$ cat src/rtl/rggen_rtl_pkg.sv
// Shared types and sizing helpers for the rggen APB requester.
package rggen_rtl_pkg;

    // 2'b01 is reserved and never produced.
    typedef enum logic [1:0] {
        RGGEN_APB_REQUESTER_OKAY        = 2'b00,
        RGGEN_APB_REQUESTER_SLAVE_ERROR = 2'b10,
        RGGEN_APB_REQUESTER_TIMEOUT     = 2'b11
    } rggen_apb_requester_status;

    typedef enum logic [1:0] {
        REQ_IDLE,
        REQ_SETUP,
        REQ_ACCESS,
        REQ_RESPONSE
    } rggen_apb_requester_state;

    localparam int RGGEN_APB_REQUESTER_TIMEOUT_CYCLES = 256;

    // A disabled watchdog (limit 0) still needs a legal one-bit counter.
    function automatic int rggen_timeout_counter_width(input int limit);
        return (limit > 0) ? $clog2(limit + 1) : 1;
    endfunction

    localparam int RGGEN_APB_REQUESTER_COUNTER_WIDTH =
        rggen_timeout_counter_width(RGGEN_APB_REQUESTER_TIMEOUT_CYCLES);

endpackage

$ cat src/rtl/rggen_apb_if.sv
// APB bus bundle shared by requesters (master) and register blocks (slave).
interface rggen_apb_if #(
    parameter int ADDRESS_WIDTH = 16,
    parameter int BUS_WIDTH     = 32
);
    logic                     psel;
    logic                     penable;
    logic [ADDRESS_WIDTH-1:0] paddr;
    logic [2:0]               pprot;
    logic                     pwrite;
    logic [BUS_WIDTH/8-1:0]   pstrb;
    logic [BUS_WIDTH-1:0]     pwdata;
    logic                     pready;
    logic [BUS_WIDTH-1:0]     prdata;
    logic                     pslverr;

    modport master (
        output psel, penable, paddr, pprot, pwrite, pstrb, pwdata,
        input  pready, prdata, pslverr
    );

    modport slave (
        input  psel, penable, paddr, pprot, pwrite, pstrb, pwdata,
        output pready, prdata, pslverr
    );
endinterface

$ cat src/rtl/rggen_timeout_counter.sv
// Watchdog counter: flags expiry in the LIMIT-th enabled cycle since the last clear.
module rggen_timeout_counter
    import rggen_rtl_pkg::*;
#(
    parameter int LIMIT = 256,
    parameter int WIDTH = rggen_timeout_counter_width(LIMIT)
)(
    input  logic i_clk,
    input  logic i_rst_n,
    input  logic i_clear,
    input  logic i_enable,
    output logic o_expired
);
    logic [WIDTH-1:0] count_reg;
    logic [WIDTH-1:0] count_next;

    always_comb begin
        count_next = count_reg;
        if (i_clear) begin
            count_next = '0;
        end else if (i_enable && (count_reg != WIDTH'(LIMIT))) begin
            count_next = count_reg + 1'b1;
        end
    end

    always_ff @(posedge i_clk or negedge i_rst_n) begin
        if (!i_rst_n) begin
            count_reg <= '0;
        end else begin
            count_reg <= count_next;
        end
    end

    // count_reg holds the stalled cycles already seen, so the current one makes LIMIT.
    generate
        if (LIMIT == 0) begin : g_disabled
            assign o_expired = 1'b0;
        end else begin : g_enabled
            assign o_expired = i_enable && (count_reg == WIDTH'(LIMIT - 1));
        end
    endgenerate
endmodule

$ cat src/rtl/rggen_apb_requester.sv
// APB initiator: one valid/ready command in, one APB transfer, one valid/ready response out.
module rggen_apb_requester
    import rggen_rtl_pkg::*;
#(
    parameter int ADDRESS_WIDTH  = 16,
    parameter int BUS_WIDTH      = 32,
    parameter int TIMEOUT_CYCLES = RGGEN_APB_REQUESTER_TIMEOUT_CYCLES
)(
    input  logic                     i_clk,
    input  logic                     i_rst_n,
    rggen_apb_if.master              apb_if,
    input  logic                     i_request_valid,
    output logic                     o_request_ready,
    input  logic                     i_request_write,
    input  logic [ADDRESS_WIDTH-1:0] i_request_address,
    input  logic [BUS_WIDTH-1:0]     i_request_write_data,
    input  logic [BUS_WIDTH/8-1:0]   i_request_strobe,
    output logic                     o_response_valid,
    input  logic                     i_response_ready,
    output logic [BUS_WIDTH-1:0]     o_response_read_data,
    output logic [1:0]               o_response_status
);
    localparam int STRB_WIDTH = BUS_WIDTH / 8;
    localparam int ADDR_LSB   = $clog2(STRB_WIDTH);
    localparam logic [ADDRESS_WIDTH-1:0] ADDRESS_MASK =
        ~ADDRESS_WIDTH'((2 ** ADDR_LSB) - 1);

    rggen_apb_requester_state  state_reg;
    rggen_apb_requester_state  state_next;
    logic                      write_reg;
    logic [ADDRESS_WIDTH-1:0]  address_reg;
    logic [BUS_WIDTH-1:0]      write_data_reg;
    logic [STRB_WIDTH-1:0]     strobe_reg;
    logic [BUS_WIDTH-1:0]      read_data_reg;
    logic [BUS_WIDTH-1:0]      read_data_next;
    rggen_apb_requester_status status_reg;
    rggen_apb_requester_status status_next;
    logic [STRB_WIDTH-1:0]     strobe_masked;
    logic                      load_command;
    logic                      load_response;
    logic                      busy;
    logic                      request_ready;
    logic                      response_valid;
    logic                      watchdog_clear;
    logic                      watchdog_enable;
    logic                      watchdog_expired;

    // Reads never carry byte enables onto the bus.
    genvar gi;
    generate
        for (gi = 0; gi < STRB_WIDTH; gi++) begin : g_strobe
            assign strobe_masked[gi] = i_request_write & i_request_strobe[gi];
        end
    endgenerate

    always_comb begin
        state_next      = state_reg;
        request_ready   = 1'b0;
        response_valid  = 1'b0;
        load_command    = 1'b0;
        load_response   = 1'b0;
        watchdog_clear  = 1'b0;
        watchdog_enable = 1'b0;
        read_data_next  = '0;
        status_next     = RGGEN_APB_REQUESTER_OKAY;
        case (state_reg)
            REQ_IDLE: begin
                request_ready = 1'b1;
                if (i_request_valid) begin
                    load_command = 1'b1;
                    state_next   = REQ_SETUP;
                end
            end
            REQ_SETUP: begin
                watchdog_clear = 1'b1;
                state_next     = REQ_ACCESS;
            end
            REQ_ACCESS: begin
                watchdog_enable = !apb_if.pready;
                // pready takes priority over a watchdog expiring in the same cycle.
                if (apb_if.pready) begin
                    load_response = 1'b1;
                    state_next    = REQ_RESPONSE;
                    if (apb_if.pslverr) begin
                        status_next = RGGEN_APB_REQUESTER_SLAVE_ERROR;
                    end else if (!write_reg) begin
                        read_data_next = apb_if.prdata;
                    end
                end else if (watchdog_expired) begin
                    load_response = 1'b1;
                    status_next   = RGGEN_APB_REQUESTER_TIMEOUT;
                    state_next    = REQ_RESPONSE;
                end
            end
            REQ_RESPONSE: begin
                response_valid = 1'b1;
                if (i_response_ready) begin
                    state_next = REQ_IDLE;
                end
            end
            default: state_next = REQ_IDLE;
        endcase
    end

    always_ff @(posedge i_clk or negedge i_rst_n) begin
        if (!i_rst_n) begin
            state_reg <= REQ_IDLE;
        end else begin
            state_reg <= state_next;
        end
    end

    always_ff @(posedge i_clk or negedge i_rst_n) begin
        if (!i_rst_n) begin
            write_reg      <= 1'b0;
            address_reg    <= '0;
            write_data_reg <= '0;
            strobe_reg     <= '0;
            read_data_reg  <= '0;
            status_reg     <= RGGEN_APB_REQUESTER_OKAY;
        end else begin
            if (load_command) begin
                write_reg      <= i_request_write;
                address_reg    <= i_request_address & ADDRESS_MASK;
                write_data_reg <= i_request_write_data;
                strobe_reg     <= strobe_masked;
            end
            if (load_response) begin
                read_data_reg <= read_data_next;
                status_reg    <= status_next;
            end
        end
    end

    rggen_timeout_counter #(
        .LIMIT (TIMEOUT_CYCLES)
    ) u_watchdog (
        .i_clk     (i_clk),
        .i_rst_n   (i_rst_n),
        .i_clear   (watchdog_clear),
        .i_enable  (watchdog_enable),
        .o_expired (watchdog_expired)
    );

    // Bus outputs derive from the state register so reset clears them without a clock.
    assign busy           = (state_reg == REQ_SETUP) || (state_reg == REQ_ACCESS);
    assign apb_if.psel    = busy;
    assign apb_if.penable = (state_reg == REQ_ACCESS);
    assign apb_if.paddr   = busy ? address_reg : '0;
    assign apb_if.pprot   = 3'b000;
    assign apb_if.pwrite  = busy & write_reg;
    assign apb_if.pstrb   = busy ? strobe_reg : '0;
    assign apb_if.pwdata  = busy ? write_data_reg : '0;

    assign o_request_ready      = request_ready;
    assign o_response_valid     = response_valid;
    assign o_response_read_data = read_data_reg;
    assign o_response_status    = status_reg;
endmodule

$ cat src/flat_wrapper.sv
// flat-port wrapper written by rule: the top's interface ports become plain ports
module rggen_apb_requester_flat import rggen_rtl_pkg::*;
#(
    parameter int ADDRESS_WIDTH  = 16,
    parameter int BUS_WIDTH      = 32,
    parameter int TIMEOUT_CYCLES = RGGEN_APB_REQUESTER_TIMEOUT_CYCLES
)
  (i_clk, i_rst_n, i_request_valid, o_request_ready, i_request_write, i_request_address, i_request_write_data, i_request_strobe, o_response_valid, i_response_ready, o_response_read_data, o_response_status, apb_if_psel, apb_if_penable, apb_if_paddr, apb_if_pprot, apb_if_pwrite, apb_if_pstrb, apb_if_pwdata, apb_if_pready, apb_if_prdata, apb_if_pslverr);
  rggen_apb_if #(.ADDRESS_WIDTH(ADDRESS_WIDTH), .BUS_WIDTH(BUS_WIDTH)) apb_if_i ();
  input  logic i_clk;
  input  logic i_rst_n;
  input  logic i_request_valid;
  output logic o_request_ready;
  input  logic i_request_write;
  input  logic [ADDRESS_WIDTH-1:0] i_request_address;
  input  logic [BUS_WIDTH-1:0] i_request_write_data;
  input  logic [BUS_WIDTH/8-1:0] i_request_strobe;
  output logic o_response_valid;
  input  logic i_response_ready;
  output logic [BUS_WIDTH-1:0] o_response_read_data;
  output logic [1:0] o_response_status;
  output wire logic [$bits(apb_if_i.psel)-1:0] apb_if_psel;
  output wire logic [$bits(apb_if_i.penable)-1:0] apb_if_penable;
  output wire logic [$bits(apb_if_i.paddr)-1:0] apb_if_paddr;
  output wire logic [$bits(apb_if_i.pprot)-1:0] apb_if_pprot;
  output wire logic [$bits(apb_if_i.pwrite)-1:0] apb_if_pwrite;
  output wire logic [$bits(apb_if_i.pstrb)-1:0] apb_if_pstrb;
  output wire logic [$bits(apb_if_i.pwdata)-1:0] apb_if_pwdata;
  input wire logic [$bits(apb_if_i.pready)-1:0] apb_if_pready;
  input wire logic [$bits(apb_if_i.prdata)-1:0] apb_if_prdata;
  input wire logic [$bits(apb_if_i.pslverr)-1:0] apb_if_pslverr;
  assign apb_if_psel = apb_if_i.psel;
  assign apb_if_penable = apb_if_i.penable;
  assign apb_if_paddr = apb_if_i.paddr;
  assign apb_if_pprot = apb_if_i.pprot;
  assign apb_if_pwrite = apb_if_i.pwrite;
  assign apb_if_pstrb = apb_if_i.pstrb;
  assign apb_if_pwdata = apb_if_i.pwdata;
  assign apb_if_i.pready = apb_if_pready;
  assign apb_if_i.prdata = apb_if_prdata;
  assign apb_if_i.pslverr = apb_if_pslverr;
  rggen_apb_requester #(.ADDRESS_WIDTH(ADDRESS_WIDTH), .BUS_WIDTH(BUS_WIDTH), .TIMEOUT_CYCLES(TIMEOUT_CYCLES)) u_core (.i_clk(i_clk), .i_rst_n(i_rst_n), .apb_if(apb_if_i), .i_request_valid(i_request_valid), .o_request_ready(o_request_ready), .i_request_write(i_request_write), .i_request_address(i_request_address), .i_request_write_data(i_request_write_data), .i_request_strobe(i_request_strobe), .o_response_valid(o_response_valid), .i_response_ready(i_response_ready), .o_response_read_data(o_response_read_data), .o_response_status(o_response_status));
endmodule
$ cat config.mk
export PLATFORM = sky130hd
export DESIGN_NAME = rggen_apb_requester_flat
export DESIGN_NICKNAME = d
export VERILOG_FILES = /design/src/rtl/rggen_rtl_pkg.sv /design/src/rtl/rggen_apb_if.sv /design/src/rtl/rggen_timeout_counter.sv /design/src/rtl/rggen_apb_requester.sv /design/src/flat_wrapper.sv
export SDC_FILE = /design/constraint.sdc
export NUM_CORES = 1
export LEC_CHECK = 0
export ABC_AREA = 1
export CAP_MARGIN = 40
export CORE_UTILIZATION = 47
export DETAILED_ROUTE_END_ITERATION = 8
export PLACE_DENSITY = 0.86
export SYNTH_ARGS = -nofsm -noshare
export SYNTH_HDL_FRONTEND = slang
export SYNTH_SLANG_ARGS = --single-unit
$ cat constraint.sdc
create_clock -name i_clk -period 4.7 [get_ports i_clk]
set_clock_uncertainty 0.2 [all_clocks]
set_input_delay 0.705 -clock i_clk [delete_from_list [all_inputs] [get_ports i_clk]]
set_output_delay 0.705 -clock i_clk [all_outputs]
set_load 0.1 [all_outputs]
==> run_results.csv <==
group,metric,value,unit
floorplan,core_area,0.00928,mm²
clock_tree,clk_pin_slew,0.09,ns
worst_setup_path,cp.arrival,2.10,ns
place,gp_congestion,0.844,
synthesis,yosysSeqAreaShare,53.0,%
synthesis,syn-mean-instance-area,7.72,µm²
finish,n_antenna_cell,0,
sta,setup_viol,0,
finish,drive_gt1_share,15.1,%
sta,relSlewSlack,49.1,%
drt,routed_via_density,4.83,
floorplan,floorplan.io_pins,185,
worst_setup_path,crit_fanout,53,
synthesis,yosysTopAreaCell,"dfrtp_1",
clock_tree,cts_made_buffers,9,
clock_tree,clk_path_buf_depth,2,
finish,areaGrowthSynthToFinish,54.8,%
global_route,grt_max_degree,62,
floorplan,die_h,100,µm
clock_tree,cts.sinks,96,
worst_setup_path,startpoint_type,"flip-flop",
sta,maxSlewViolCount,0,
drt,drtIter0Drc,167,
worst_setup_path,crit_path_top_delay_cell,"buf_4",
clock_tree,post_cts_buffers,0,
floorplan,rows,35,
clock_tree,cts_resized,0,
finish,final_common_cell,"nand2_1",
sta,tns,0,ns
place,port_buffers,177,
worst_setup_path,crit_chain,"inv_1 -> ha_1 -> buf_4 -> nand2_1 -> inv_1 -> buf_4",
status,status,"finished clean",
clock_tree,clkLatencyLatePin,0.34,ns
finish,final_cell_mix,"nand2_1 (288), clkdlybuf4s50_1 (124), dfrtp_1 (96), inv_1 (70), buf_4 (56)",
sta,rsz0062_at_grt,"no",
min_path,hp-class,"in2async",
sta,min_period_over_period,64.0,%
global_route,grt_pass1_wl,20.0,mm
synthesis,yosysWarnings,0,
clock_tree,cts.hold.buffers_added,0,
worst_setup_path,max_stage_delay,0.42,ns
sta,min_period,3.01,ns
clock_tree,root_buffer,"clkbuf_8",
synthesis,syn-cell-area,0.00453,mm²
sta,tightest_slew,0.762,ns
synthesis,ys_ff_latch,96,
run,cap_violations,0,
global_route,grt_pass1_vias,4427,
floorplan,die_area,0.0100,mm²
drt,drtAntennaViolNets,0,
synthesis,syn_inst,587,
global_route,grt.total_usage,25.5,%
floorplan,die_w,100,µm
sta,fmax,332,MHz
synthesis,synthTopCellsByArea,"dfrtp_1 (53%), nand2_1 (24%), inv_1 (5.8%), nand3_1 (5.3%), ha_1 (2.2%)",
sta,finalHoldViolations,0,
worst_setup_path,crit_family,"buffers and inverters",
worst_setup_path,cp.required,3.80,ns
global_route,antenna_found_initial,0,
drt,vias,4459,
drt,route.detailed.drc,0,
synthesis,ys_types,26,
finish,nets,888,
global_route,grt.overflow.total,0,
clock_tree,cts-htree-levels,3,
drt,drt-total-wl,12.3,mm
place,dp.final_hpwl,9.35,mm
worst_setup_path,critPathKind,"reg2out",
worst_setup_path,path_buf_inv,4,
drt,dr.pass1.iters,5,
floorplan,start_util,48.8,%
drt,wire_per_inst,13.3,µm
worst_setup_path,end_kind,"primary output",
synthesis,synth_top_cell_area_share,53.0,%
clock_tree,cts_tree,"yes",
[logic make-up after synthesis]
kind of cell | count (synthesis) | share of synthesized area [%]
flip-flops | 96 | 53.0
AND/OR/NAND/NOR | 361 | 32.0
XOR/XNOR | 2 | 0.387
adder cells (fa/ha/maj) | 8 | 2.21
buffers and inverters | 106 | 10.6
other | 1 | 0.0827
AO/OA/AOI/OAI | 13 | 1.74
[final timing paths]
kind | slack, ns | end | cells past startpoint | start
min | 0.21 | u_core.address_reg[10]$_DFFE_PN0P_ | 1 | i_rst_n
max reg2reg | 2.37 | u_core.write_reg$_DFFE_PN0P_ | 7 | u_core.state_reg[0]$_DFFE_PN0P_
min in group i_clk | 0.28 | u_core.o_response_read_data[28]$_DFFE_PN0P_ | 2 | u_core.o_response_read_data[28]$_DFFE_PN0P_
min reg2reg | 0.28 | u_core.o_response_read_data[28]$_DFFE_PN0P_ | 2 | u_core.o_response_read_data[28]$_DFFE_PN0P_
max | 1.69 | apb_if_pwdata[24] | 6 | u_core.state_reg[0]$_DFFE_PN0P_
max in group asynchronous | 3.11 | u_core.o_response_read_data[21]$_DFFE_PN0P_ | 2 | i_rst_n
[worst register-to-register path, delay by kind of cell, from the launching register on]
| kind | cells | cell delay [ns] |
|---|---|---|
| simple gates | 2 | 0.21 |
| buf+inv | 3 | 1.02 |
| flops | 1 | 0.41 |
| fa+ha+maj | 1 | 0.25 |
| compound gates | 1 | 0.08 |
[cells in the mapped netlist]
cell type	n
nand2_1	288
dfrtp_1	96
inv_1	70
nand3_1	48
nor2_1	16
buf_2	11
clkbuf_1	9
buf_4	8
ha_1	8
o21ai_0	7
buf_6	5
inv_2	3
nand2_2	3
nor3_1	2
xor2_1	2
a21oi_1	1
a22o_1	1
conb_1	1
nand2_4	1
nor2_2	1
nor3_4	1
nor4_1	1
o211ai_1	1
o21ai_1	1
o21ai_2	1
o221ai_1	1
[through the flow]
step                setup slack [ns]  instance area (µm²)  util, %  instances  hold WS (ns)
floorplan                       1.28                 4550        -        591         0.209
detailed placement              1.91                 6840     73.7        907         0.264
finish                          1.69                 7020     75.6        923         0.211
global placement                1.92                 6160     66.4        867         0.260
global route                    1.49                 7020     75.6        923         0.261
CTS                             1.68                 7020     75.6        923         0.241
[layout make-up]
class	instances	area, µm²
Multi-Input combinational cell	389	1670
Tap cell	129	161
Inverter	73	274
Sequential cell	96	2400
Clock inverter	4	30.0
Clock buffer	12	145
Timing Repair Buffer	220	2340
Fill cell	679	2270
[routing by layer]
layer,GRT usage (%),share of wire (%)
met1,28.7,37
met2,46.0,53
met3,6.96,7.4
met4,9.48,2.9
met5,0,0
Power is left out: the tool's default activity adds up to more than one toggle a clock period on the data nets, which glitch-free logic cannot reach.
==> edit, RTL diff (same flow settings) <==
`ADDRESS_WIDTH` is set to 16 in 3 places; all go to 17.
--- a/src/rtl/rggen_apb_if.sv
+++ b/src/rtl/rggen_apb_if.sv
@@ -2,3 +2,3 @@
 interface rggen_apb_if #(
-    parameter int ADDRESS_WIDTH = 16,
+    parameter int ADDRESS_WIDTH = 17,
     parameter int BUS_WIDTH     = 32
--- a/src/rtl/rggen_apb_requester.sv
+++ b/src/rtl/rggen_apb_requester.sv
@@ -4,3 +4,3 @@
 #(
-    parameter int ADDRESS_WIDTH  = 16,
+    parameter int ADDRESS_WIDTH  = 17,
     parameter int BUS_WIDTH      = 32,
--- a/src/flat_wrapper.sv
+++ b/src/flat_wrapper.sv
@@ -3,3 +3,3 @@
 #(
-    parameter int ADDRESS_WIDTH  = 16,
+    parameter int ADDRESS_WIDTH  = 17,
     parameter int BUS_WIDTH      = 32,
Interface: changed (resized apb_if_paddr and i_request_address); port bits go from 185 to 187. No check against the original RTL was run, so the function may have changed too.
==> edit against the unedited design <==
- register-to-register slack hardly changed
- critical path depth stayed put
- sequential cell count is 1 higher
- worst setup slack lost 0.055 ns
- maximum frequency shrank 1.8%
- synthesized cell count grew 1.2%
- final area is 2.4% higher
- wire length up 1.9%
- synthesized area increased by 0.94%
- largest cell class is now buffers
- highest routed layer unchanged
Power is left out: the tool's default activity adds up to more than one toggle a clock period on the data nets, which glitch-free logic cannot reach.
==> edit: results (changes against the unedited design) <==
- Status: completed
- Reg clk slew, reported paths: 0.10 ns
- Worst Setup EP: apb_if_pwdata[9]
- DRT Pass-1 Iters: 5 (unchanged)
- Post-cts resize count: 0 (unchanged)
- Sequential element share of the synthesized area: 0.531 (+0.000541)
- Bufs on Longest Clock Path: 2 (unchanged)
- Htree depth: 3 (unchanged)
- Crit. Startpoint: u_core.state_reg[0]
- Initial antenna violation count: 0 (unchanged)
- Pin count of the biggest net entering global routing: 56 (-9.7%)
- Synth area leaders: dfrtp_1, nand2_1, inv_1
- Port buffer count: 179 (+1.1%)
- Vias: 4451 (-0.18%)
- Final GP Congestion: 0.805 (-4.7%)
- Final net count: 900 (+1.4%)
- Commonest cells post-synth: nand2_1, dfrtp_1, inv_1
- Delay-heaviest family, CP: buffers and inverters
- FF-to-FF Start: u_core.u_watchdog.count_reg[1]
- Number of diodes: 0 (unchanged)
- First-pass GRT wire length: 20.5 mm (+2.2%)
- Num CTS Buffers: 9 (unchanged)
- CP max stage delay: 0.57 ns (+0.15 ns)
- Starting DRT DRC Count: 186 (+11%)
- R2r setup slk: 2.37 ns (about the same)
- Clk Latency, worst-skew pair: 0.35 ns
- Share of layout cells above drive strength 1: 0.157 (+0.00539)
- Synth Area in Compound Gates: 0.0172 (-0.000162)
- Final Routed Wirelength: 12.6 mm (+1.9%)
- Ys async rst share: 1.00 (unchanged)
- Post-synthesis xor/xnor area fraction: 0.00383 (-0.0000359)
- Reg2Reg Depth: 10 (+3)
- Critical-path maximum fanout: 38 (-28%)
- Fillers: 641 (-5.6%)
- R2R Path End: u_core.o_response_read_data[16]
- Clock root buffer: clkbuf_8
- Slowest cell on crit path: ha_2
- Vias in the first global route: 4430 (+0.068%)
- DP Wirelength: 9.54 mm (+2.0%)
- Data arrival, critical path: 2.16 ns (+0.06 ns)
- Slew margin rel.: 0.556 (+0.0649)
- Gr usage total: 0.258 (+0.00319)
- Max-cap violation count: 0 (unchanged)
- Post-Synth Adder-Cell Area: 0.0219 (-0.000205)
- Class of the worst hold path: input pin to asynchronous set/reset pin
## edit: changes by cell type after synthesis, moves of 2 or more
cell     change
nand2_1      +5
buf_2        +4
buf_4        -2
inv_1        +2
## edit: layout make-up
cell class	instances	share of cell area
clock inverter	5	0.00523
clock buffer	11	0.0211
timing repair buffer	225	0.340
multi-input combinational	393	0.234
sequential	97	0.338
inverter	74	0.0387
tap	129	0.0225
## edit: metal layers
metal	wire, um	track usage	up-vias
met5	0	0	-
li1	-	-	2175
met1	4840	0.285	2066
met3	886	0.0638	28
met4	378	0.110	0
met2	6450	0.470	182
## edit: through the flow
step           area [um2]  hold slack, ns  setup slack (ns)  std cells   util
4_1_cts              7180          0.0184              1.63        934  0.770
6_report             7180          0.0250              1.64        934  0.770
2_1_floorplan        4590           0.209              1.26        598      -
3_3_place_gp         6230           0.261              1.83        875  0.668
3_5_place_dp         6990           0.265              2.03        918  0.750
5_1_grt              7180          0.0223              1.49        934  0.770
